### config.mk
export PLATFORM = sky130hd
export DESIGN_NAME = im_fetch_ctrl
export DESIGN_NICKNAME = d
export VERILOG_FILES = /design/src/rtl/im_fetch_ctrl_pkg.sv /design/src/rtl/fetch_pc_reg.sv /design/src/rtl/im_fetch_ctrl.sv
export SDC_FILE = /design/constraint.sdc
export NUM_CORES = 1
export LEC_CHECK = 0
export BUFFER_PORTS_ARGS = -buffer_cell sky130_fd_sc_hd__buf_2
export CAP_MARGIN = 5
export CORE_MARGIN = 2
export CORE_UTILIZATION = 50
export CTS_CLUSTER_SIZE = 14
export DETAILED_ROUTE_END_ITERATION = 12
export PLACE_DENSITY = 0.84
export SYNTH_ARGS = -nofsm -noshare
export SYNTH_HDL_FRONTEND = slang
export SYNTH_SLANG_ARGS = --single-unit
### constraint.sdc
create_clock -name CLK -period 5.4 [get_ports CLK]
set_input_delay 0.54 -clock CLK [delete_from_list [all_inputs] [get_ports CLK]]
set_output_delay 0.54 -clock CLK [all_outputs]
set_load 0.005 [all_outputs]
### src/rtl/im_fetch_ctrl_pkg.sv
// Shared constants and state type for the instruction-fetch sequencer.
package im_fetch_ctrl_pkg;

   localparam int WORD_SIZE  = 19;
   localparam int IM_ADDR_W  = 10;
   localparam int OPCODE_MSB = 18;
   localparam int OPCODE_LSB = 14;

   localparam logic [OPCODE_MSB-OPCODE_LSB:0] HALT_OPCODE_DEF = 5'b11111;

   typedef enum logic [2:0] {
      IDLE = 3'd0,
      REQ  = 3'd1,
      RESP = 3'd2,
      HOLD = 3'd3,
      HALT = 3'd4
   } fetch_state_t;

endpackage

### src/rtl/fetch_pc_reg.sv
// Program-counter register: load (start/redirect) beats increment; increment wraps at 2**ADDR_W.
module fetch_pc_reg
   import im_fetch_ctrl_pkg::*;
#(
   parameter int                ADDR_W   = IM_ADDR_W,
   parameter logic [ADDR_W-1:0] RESET_PC = '0
) (
   input  logic              clk,
   input  logic              reset,
   input  logic              load,
   input  logic [ADDR_W-1:0] load_addr,
   input  logic              inc,
   output logic [ADDR_W-1:0] pc,
   output logic [ADDR_W-1:0] pc_seq
);

   assign pc_seq = pc + ADDR_W'(1);

   always_ff @(posedge clk) begin
      if (reset) begin
         pc <= RESET_PC;
      end else if (load) begin
         pc <= load_addr;
      end else if (inc) begin
         pc <= pc_seq;
      end
   end

endmodule

### src/rtl/im_fetch_ctrl.sv
// Instruction-fetch sequencer: drives instruction-memory reads and hands instructions to decode.
// Optional performance counters are built only when IM_FETCH_PERF_EN is defined.
//
// state | meaning
// IDLE  | waiting for start after reset
// REQ   | read issued at pc
// RESP  | read data arriving, captured into instr
// HOLD  | instr_valid high, waiting for decode to accept
// HALT  | HALT opcode consumed, waiting for start
module im_fetch_ctrl
   import im_fetch_ctrl_pkg::*;
#(
   parameter int                                ADDR_W      = IM_ADDR_W,
   parameter int                                WORD_W      = WORD_SIZE,
   parameter logic [ADDR_W-1:0]                 RESET_PC    = '0,
   parameter logic [OPCODE_MSB-OPCODE_LSB:0]    HALT_OPCODE = HALT_OPCODE_DEF
) (
   input  logic              CLK,
   input  logic              RESET,
   input  logic              start,
   output logic              im_rd_en,
   output logic [ADDR_W-1:0] im_addr,
   input  logic [WORD_W-1:0] im_rdata,
   output logic [WORD_W-1:0] instr,
   output logic [ADDR_W-1:0] instr_pc,
   output logic              instr_valid,
   input  logic              dec_ready,
   input  logic              redirect_valid,
   input  logic [ADDR_W-1:0] redirect_addr,
   output logic              halted,
   output logic [15:0]       fetch_count,
   output logic [15:0]       stall_count
);

   fetch_state_t      state, state_nxt;
   logic [ADDR_W-1:0] pc, pc_seq, pc_load_addr;
   logic              pc_load, pc_inc;
   logic              capture, clr_valid, set_halt, clr_halt;
   logic              accept, stall, perf_clr;

   fetch_pc_reg #(.ADDR_W(ADDR_W), .RESET_PC(RESET_PC)) u_pc (
      .clk       (CLK),
      .reset     (RESET),
      .load      (pc_load),
      .load_addr (pc_load_addr),
      .inc       (pc_inc),
      .pc        (pc),
      .pc_seq    (pc_seq)
   );

   always_comb begin
      state_nxt    = state;
      im_rd_en     = 1'b0;
      im_addr      = '0;
      pc_load      = 1'b0;
      pc_load_addr = RESET_PC;
      pc_inc       = 1'b0;
      capture      = 1'b0;
      clr_valid    = 1'b0;
      set_halt     = 1'b0;
      clr_halt     = 1'b0;
      accept       = 1'b0;
      stall        = 1'b0;
      perf_clr     = 1'b0;
      case (state)
         IDLE, HALT: begin
            if (start) begin
               pc_load   = 1'b1;
               clr_halt  = 1'b1;
               perf_clr  = 1'b1;
               state_nxt = REQ;
            end
         end
         REQ: begin
            if (redirect_valid) begin
               pc_load      = 1'b1;
               pc_load_addr = redirect_addr;
               state_nxt    = REQ;
            end else begin
               im_rd_en  = 1'b1;
               im_addr   = pc;
               state_nxt = RESP;
            end
         end
         RESP: begin
            if (redirect_valid) begin
               pc_load      = 1'b1;
               pc_load_addr = redirect_addr;
               state_nxt    = REQ;
            end else begin
               capture   = 1'b1;
               state_nxt = HOLD;
            end
         end
         HOLD: begin
            accept = dec_ready;
            stall  = ~dec_ready;
            // A same-cycle accept still consumes the instruction, but the redirect wins the fetch.
            if (redirect_valid) begin
               pc_load      = 1'b1;
               pc_load_addr = redirect_addr;
               clr_valid    = 1'b1;
               state_nxt    = REQ;
            end else if (dec_ready) begin
               clr_valid = 1'b1;
               if (instr[OPCODE_MSB:OPCODE_LSB] == HALT_OPCODE) begin
                  set_halt  = 1'b1;
                  state_nxt = HALT;
               end else begin
                  im_rd_en  = 1'b1;
                  im_addr   = pc_seq;
                  pc_inc    = 1'b1;
                  state_nxt = RESP;
               end
            end
         end
         default: state_nxt = IDLE;
      endcase
   end

   always_ff @(posedge CLK) begin
      if (RESET) begin
         state       <= IDLE;
         instr       <= '0;
         instr_pc    <= '0;
         instr_valid <= 1'b0;
         halted      <= 1'b0;
      end else begin
         state <= state_nxt;
         if (capture) begin
            instr    <= im_rdata;
            instr_pc <= pc;
         end
         if (capture) begin
            instr_valid <= 1'b1;
         end else if (clr_valid) begin
            instr_valid <= 1'b0;
         end
         if (set_halt) begin
            halted <= 1'b1;
         end else if (clr_halt) begin
            halted <= 1'b0;
         end
      end
   end

`ifdef IM_FETCH_PERF_EN
   always_ff @(posedge CLK) begin
      if (RESET || perf_clr) begin
         fetch_count <= '0;
         stall_count <= '0;
      end else begin
         if (accept && (fetch_count != 16'hFFFF)) begin
            fetch_count <= fetch_count + 16'd1;
         end
         if (stall && (stall_count != 16'hFFFF)) begin
            stall_count <= stall_count + 16'd1;
         end
      end
   end
`else
   logic unused_perf;
   assign unused_perf = accept ^ stall ^ perf_clr;
   assign fetch_count = '0;
   assign stall_count = '0;
`endif

endmodule

; ---- Word-level counts from Yosys, hierarchy flattened
; Cells that the tools add are included.
[word_totals]
regBits = 44
in_bits = 34
out_inout_bits = 74
elab_cells = 59
[classes]
n_addsub = 1
n_eq_ne = 7
n_mux = 38
n_reduce_logical = 7
[op_table]
columns = operator, n
row1 = 10-bit two-way mux, 8
row2 = 1-bit two-way mux, 20
row3 = 10-bit one-hot mux with 2 select lines, 1
row4 = 3-bit two-way mux, 4
row5 = 3-bit one-hot mux with 4 select lines, 1
row6 = "10-bit by 1-bit adder with 10-bit output, second input constant", 1
row7 = "3-bit by 2-bit == test with 1-bit output, second input constant", 2
row8 = 2-bit nonzero test, 3
row9 = "5-bit == test, second input constant", 1
row10 = 2-bit two-way mux, 2
row11 = 1-bit one-hot mux with 2 select lines, 2
row12 = "3-bit by 1-bit == test with 1-bit output, second input constant", 1
row13 = "3-bit == test, second input constant", 1
row14 = 3-bit logical NOT, 1
row15 = "3-bit != test, second input constant", 1
row16 = 3-bit OR reduction, 1
row17 = "2-bit != test, second input constant", 1
row18 = 2-bit AND reduction, 1
row19 = 2-bit OR reduction, 1

; ---- Logic depth before layout (Yosys ltp)
[depth]
word_depth = 7
mapped_depth = 6
ltp_nobuf = 5

; ---- Hierarchy
; From an unflattened synthesis, not the netlist that was laid out.
[hier_totals]
hier_cells = 306
area_unflattened_um2 = 2436.1
[by_module_without_submodules]
columns = mod, instances, cells_per_inst, area_each_um2, seq_area_each_um2
row1 = im_fetch_ctrl, 1, 221, 1761.7, 680.7
row2 = fetch_pc_reg, 1, 85, 674.4, 200.2

; ---- Least setup slack after synthesis
; No wires, ideal clock.
[synth_timing]
path_kind = input port to output port
from = in redirect_valid
to = out im_addr[3]
arrival_time_ns = 1.731
slack_ns = 3.129
path_stages = 5
path_buffers = 2
path_cell_list = or3b_1 buf_6 a211o_1 buf_6 o21ai_0
[synth_between]
elab_chain_len = 2
word_cells_on_any_way = 3
[synth_lines]
columns = element, line
row1 = "start, declared", im_fetch_ctrl.sv:28  ; input logic redirect_valid,
row2 = "10-bit two-way mux, on equally long branches", "im_fetch_ctrl.sv:99, im_fetch_ctrl.sv:75"
row3 = 10-bit one-hot mux with 2 select lines *, im_fetch_ctrl.sv:65  ; case (state)
row4 = "end, declared", im_fetch_ctrl.sv:22  ; output logic [ADDR_W-1:0] im_addr,
; Mark *: on every way between the ends. The rest lies on a longest branch, timed or not.

; ---- Worst setup path after layout
[layout_timing]
from = reg state[0]
to = out im_addr[2]
[layout_between]
elab_chain_len = 2
word_cells_on_any_way = 3
[layout_lines]
columns = element, line
row1 = "start, declared", im_fetch_ctrl.sv:35  ; fetch_state_t state, state_nxt;
row2 = "start signal, assigned", im_fetch_ctrl.sv:129  ; state <= state_nxt;
row3 = 3-bit by 2-bit == test with 1-bit output or 3-bit by 1-bit == test with 1-bit output (tied branches), im_fetch_ctrl.sv:65
row4 = 10-bit one-hot mux with 2 select lines *, im_fetch_ctrl.sv:65
; Marks and branches as above.

==> run metrics <==
Hold Path Class reg -> reg; DRT iter0 DRCs 170; vias post-DR 2155; CP endpoint kind output port; CP max FO 16; Layout Nets 401; initial antenna violation count 0; Slew @ Worst Pin 875.9 ps; Clock power frac 0.417; required time at the worst-slack endpoint 4860 ps; TritonCTS Sinks 44; Synth Register Bits 44; Pint 541.1 uW; sequential area share after synthesis 0.3777; HPWL Detailed 3780 um; worst skew pair latency 290 ps; Post-synth EDFFs 0; Switch Pwr 163.8 uW; post-cts resize count 0; CTS clk-pin slew, worst paths 80 ps; status finished, final reports clean; IO Pins 108; RSZ-0062 raised after global routing false; combinational power share 0.098; Post-CTS Hold Buffers 0; WP data arrival 2330 ps; largest net degree at the start of global routing 48; Leak Pwr 0.001152 uW; cell chain of the critical path or3b_1 > a211o_1 > o22ai_1 > mux2_2 > buf_2; Post-synth ARST share 0; maximum clock frequency 348.0 MHz; Seq pwr share 0.486; die height 72.30 um; Die Width 72.30 um; Power Density 260.7 nW/um^2; Final Hold Viols 0; core area 4414 sq um; Util after Layout 0.6125; number of cell rows 24; fin. max-slew vios 0; final wirelength 5377 um; Sw Share 0.2324; # setup viols final 0; setup repair bufs after CTS 0; first-pass GRT wire length 9004 um; Critical Path Max Stage Delay 560 ps; dpl cells 411; warnings from Yosys 0; number of global-route vias before repair 2051; Mapped Area 2332 sq um; H-tree lvl count 2; Initial Utilization 0.5283; Mean Syn Cell Area 7.697 sq um; all-layer global routing usage 0.2150; DR vias/cell 5.156; Unique masters post-synth 42; number of routed nets with antenna violations 0; Worst Setup Start Kind register; share of cells above drive strength 1 0.2541; synth-to-layout area growth 15.93%; Total Die Area 5227 sq um; buffers added on ports 75; TritonCTS clock tree done; DRC 0; grt total ovfl 0; Max Cap Violations 0; wire length per cell 12.86 um; Post-Syn Instances 303; Worst path slowest cell or3b_1; peak supply drop 0.1275 mV; Clock Tree Buf Depth 2; clk_skew 3.130 ps; cts bufs inserted 5; Layout Cells excl Fill 418; FILL cells 418; Worst Path Class, Setup reg -> out; GPL Wtd Cong 0.8772; Tmin final 2874 ps; Final period util 0.5322; worst rel slew slack 0.4161; Root Buffer clkbuf_8; drt pass-1 iters 4; # diodes 0; Final TNS setup 0 ps; Most used DFF post-synth dfxtp_1
## layout make-up
type	instances	area, sq um	share of cell area
Clock buffer	5	68.82	0.02545
Clock inverter	2	60.06	0.02221
Inverter	2	7.507	0.002776
Multi-Input combinational cell	237	1239	0.4581
Sequential cell	44	880.8	0.3258
Tap cell	52	65.06	0.02406
Timing Repair Buffer	76	382.9	0.1416
## stage by stage
| stage | hold WS (ps) | area [sq um] | worst slack [ps] | power, uW |
|---|---|---|---|---|
| 2_1_floorplan | 452.7 | 2449 | 3129 | 408.6 |
| 3_3_place_gp | 439.1 | 2575 | 2668 | 416.1 |
| 3_5_place_dp | 444.6 | 2575 | 2651 | 417.7 |
| 4_1_cts | 456.5 | 2704 | 2517 | 711.5 |
| 5_1_grt | 481.5 | 2704 | 2355 | 731.2 |
| 6_report | 452.2 | 2704 | 2526 | 704.9 |
## routing by layer
| metal | up-vias | track usage | part of all wire |
|---|---|---|---|
| met5 | - | 0 | 0 |
| met4 | 0 | 0.06918 | 0.015 |
| met3 | 8 | 0.05278 | 0.072 |
| met2 | 86 | 0.3609 | 0.47 |
| met1 | 973 | 0.2711 | 0.45 |
| li1 | 1088 | - | - |
## logic make-up after synthesis
kind of cell / after synthesis / share of synthesized area
flip-flops: 44 / 0.3777
AND/OR/NAND/NOR: 122 / 0.2312
XOR/XNOR: 4 / 0.01502
buffers and inverters: 53 / 0.1432
multiplexers: 5 / 0.02253
AO/OA/AOI/OAI: 73 / 0.2033
adder cells (fa/ha/maj): 1 / 0.005364
other: 1 / 0.001608
## cell usage after synthesis, drive strengths merged, types with 2 or more instances
cell,count,area share
and4,2,0.0080
a2111oi,2,0.018
or2,2,0.0054
nor3,5,0.011
a2bb2oi,2,0.0075
nand2b,4,0.011
o21ai,8,0.017
nor2,8,0.013
nand3b,4,0.013
dfxtp,44,0.38
nand3,9,0.019
o22ai,3,0.0080
mux2i,3,0.013
xor2,2,0.0075
nand2,81,0.13
a32oi,3,0.011
a21oi,41,0.088
xnor2,2,0.0075
buf,34,0.11
o31a,2,0.0075
a211oi,4,0.018
nor4,2,0.0054
o31ai,3,0.0097
clkbuf,17,0.027
inv,2,0.0032
mux2,2,0.0097
## worst paths after layout
| check | from | endpoint | slack (ps) | depth (start not counted) |
|---|---|---|---|---|
| setup / recovery | state[0] | im_addr[2] | 2530 | 5 |
| hold / removal | instr_pc[9] | instr_pc[9] | 450 | 2 |
| hold reg to reg | instr_pc[9] | instr_pc[9] | 450 | 2 |
| setup reg to reg | state[0] | u_pc.pc[5] | 3200 | 4 |
## sequential cells by signal (all words and copies together), names as in the netlist
register / cells
instr: 19
instr_pc: 10
u_pc.pc: 10
state: 3
halted: 1
instr_valid: 1
## worst max-delay path, delay by kind of cell, from the launching register on
| kind | cells | cell delay (ps) |
|---|---|---|
| AO/OA/AOI/OAI | 2 | 720 |
| buffers and inverters | 1 | 110 |
| flip-flops | 1 | 480 |
| AND/OR/NAND/NOR | 1 | 560 |
| multiplexers | 1 | 170 |
## placed cells by master, fill, tap and decap left out, types with 2 or more instances in the layout
master,count
nand2_1,81
buf_2,75
dfxtp_1,44
a21oi_1,41
conb_1,32
nand3_1,9
o21ai_0,8
nor2_1,8
clkbuf_8,5
nor3_1,4
nand3b_1,4
nand2b_1,4
o22ai_1,3
a211oi_1,3
mux2i_1,3
a32oi_1,3
o31ai_1,3
inv_1,2
o31a_1,2
nor4_1,2
mux2_2,2
or2_2,2
xor2_1,2
a2bb2oi_1,2
xnor2_1,2
bufinv_16,2
## power groups by stage
stage	Clock [uW]	Combinational [uW]	Sequential, uW
final	294	68.8	342
after global placement	0	66.6	349
after floorplan	0	62.6	346
after detailed placement	0	67.9	350
after global routing	309	77.9	344
after CTS	301	68.3	342
Note: power is estimated with default switching activity, not from simulation.
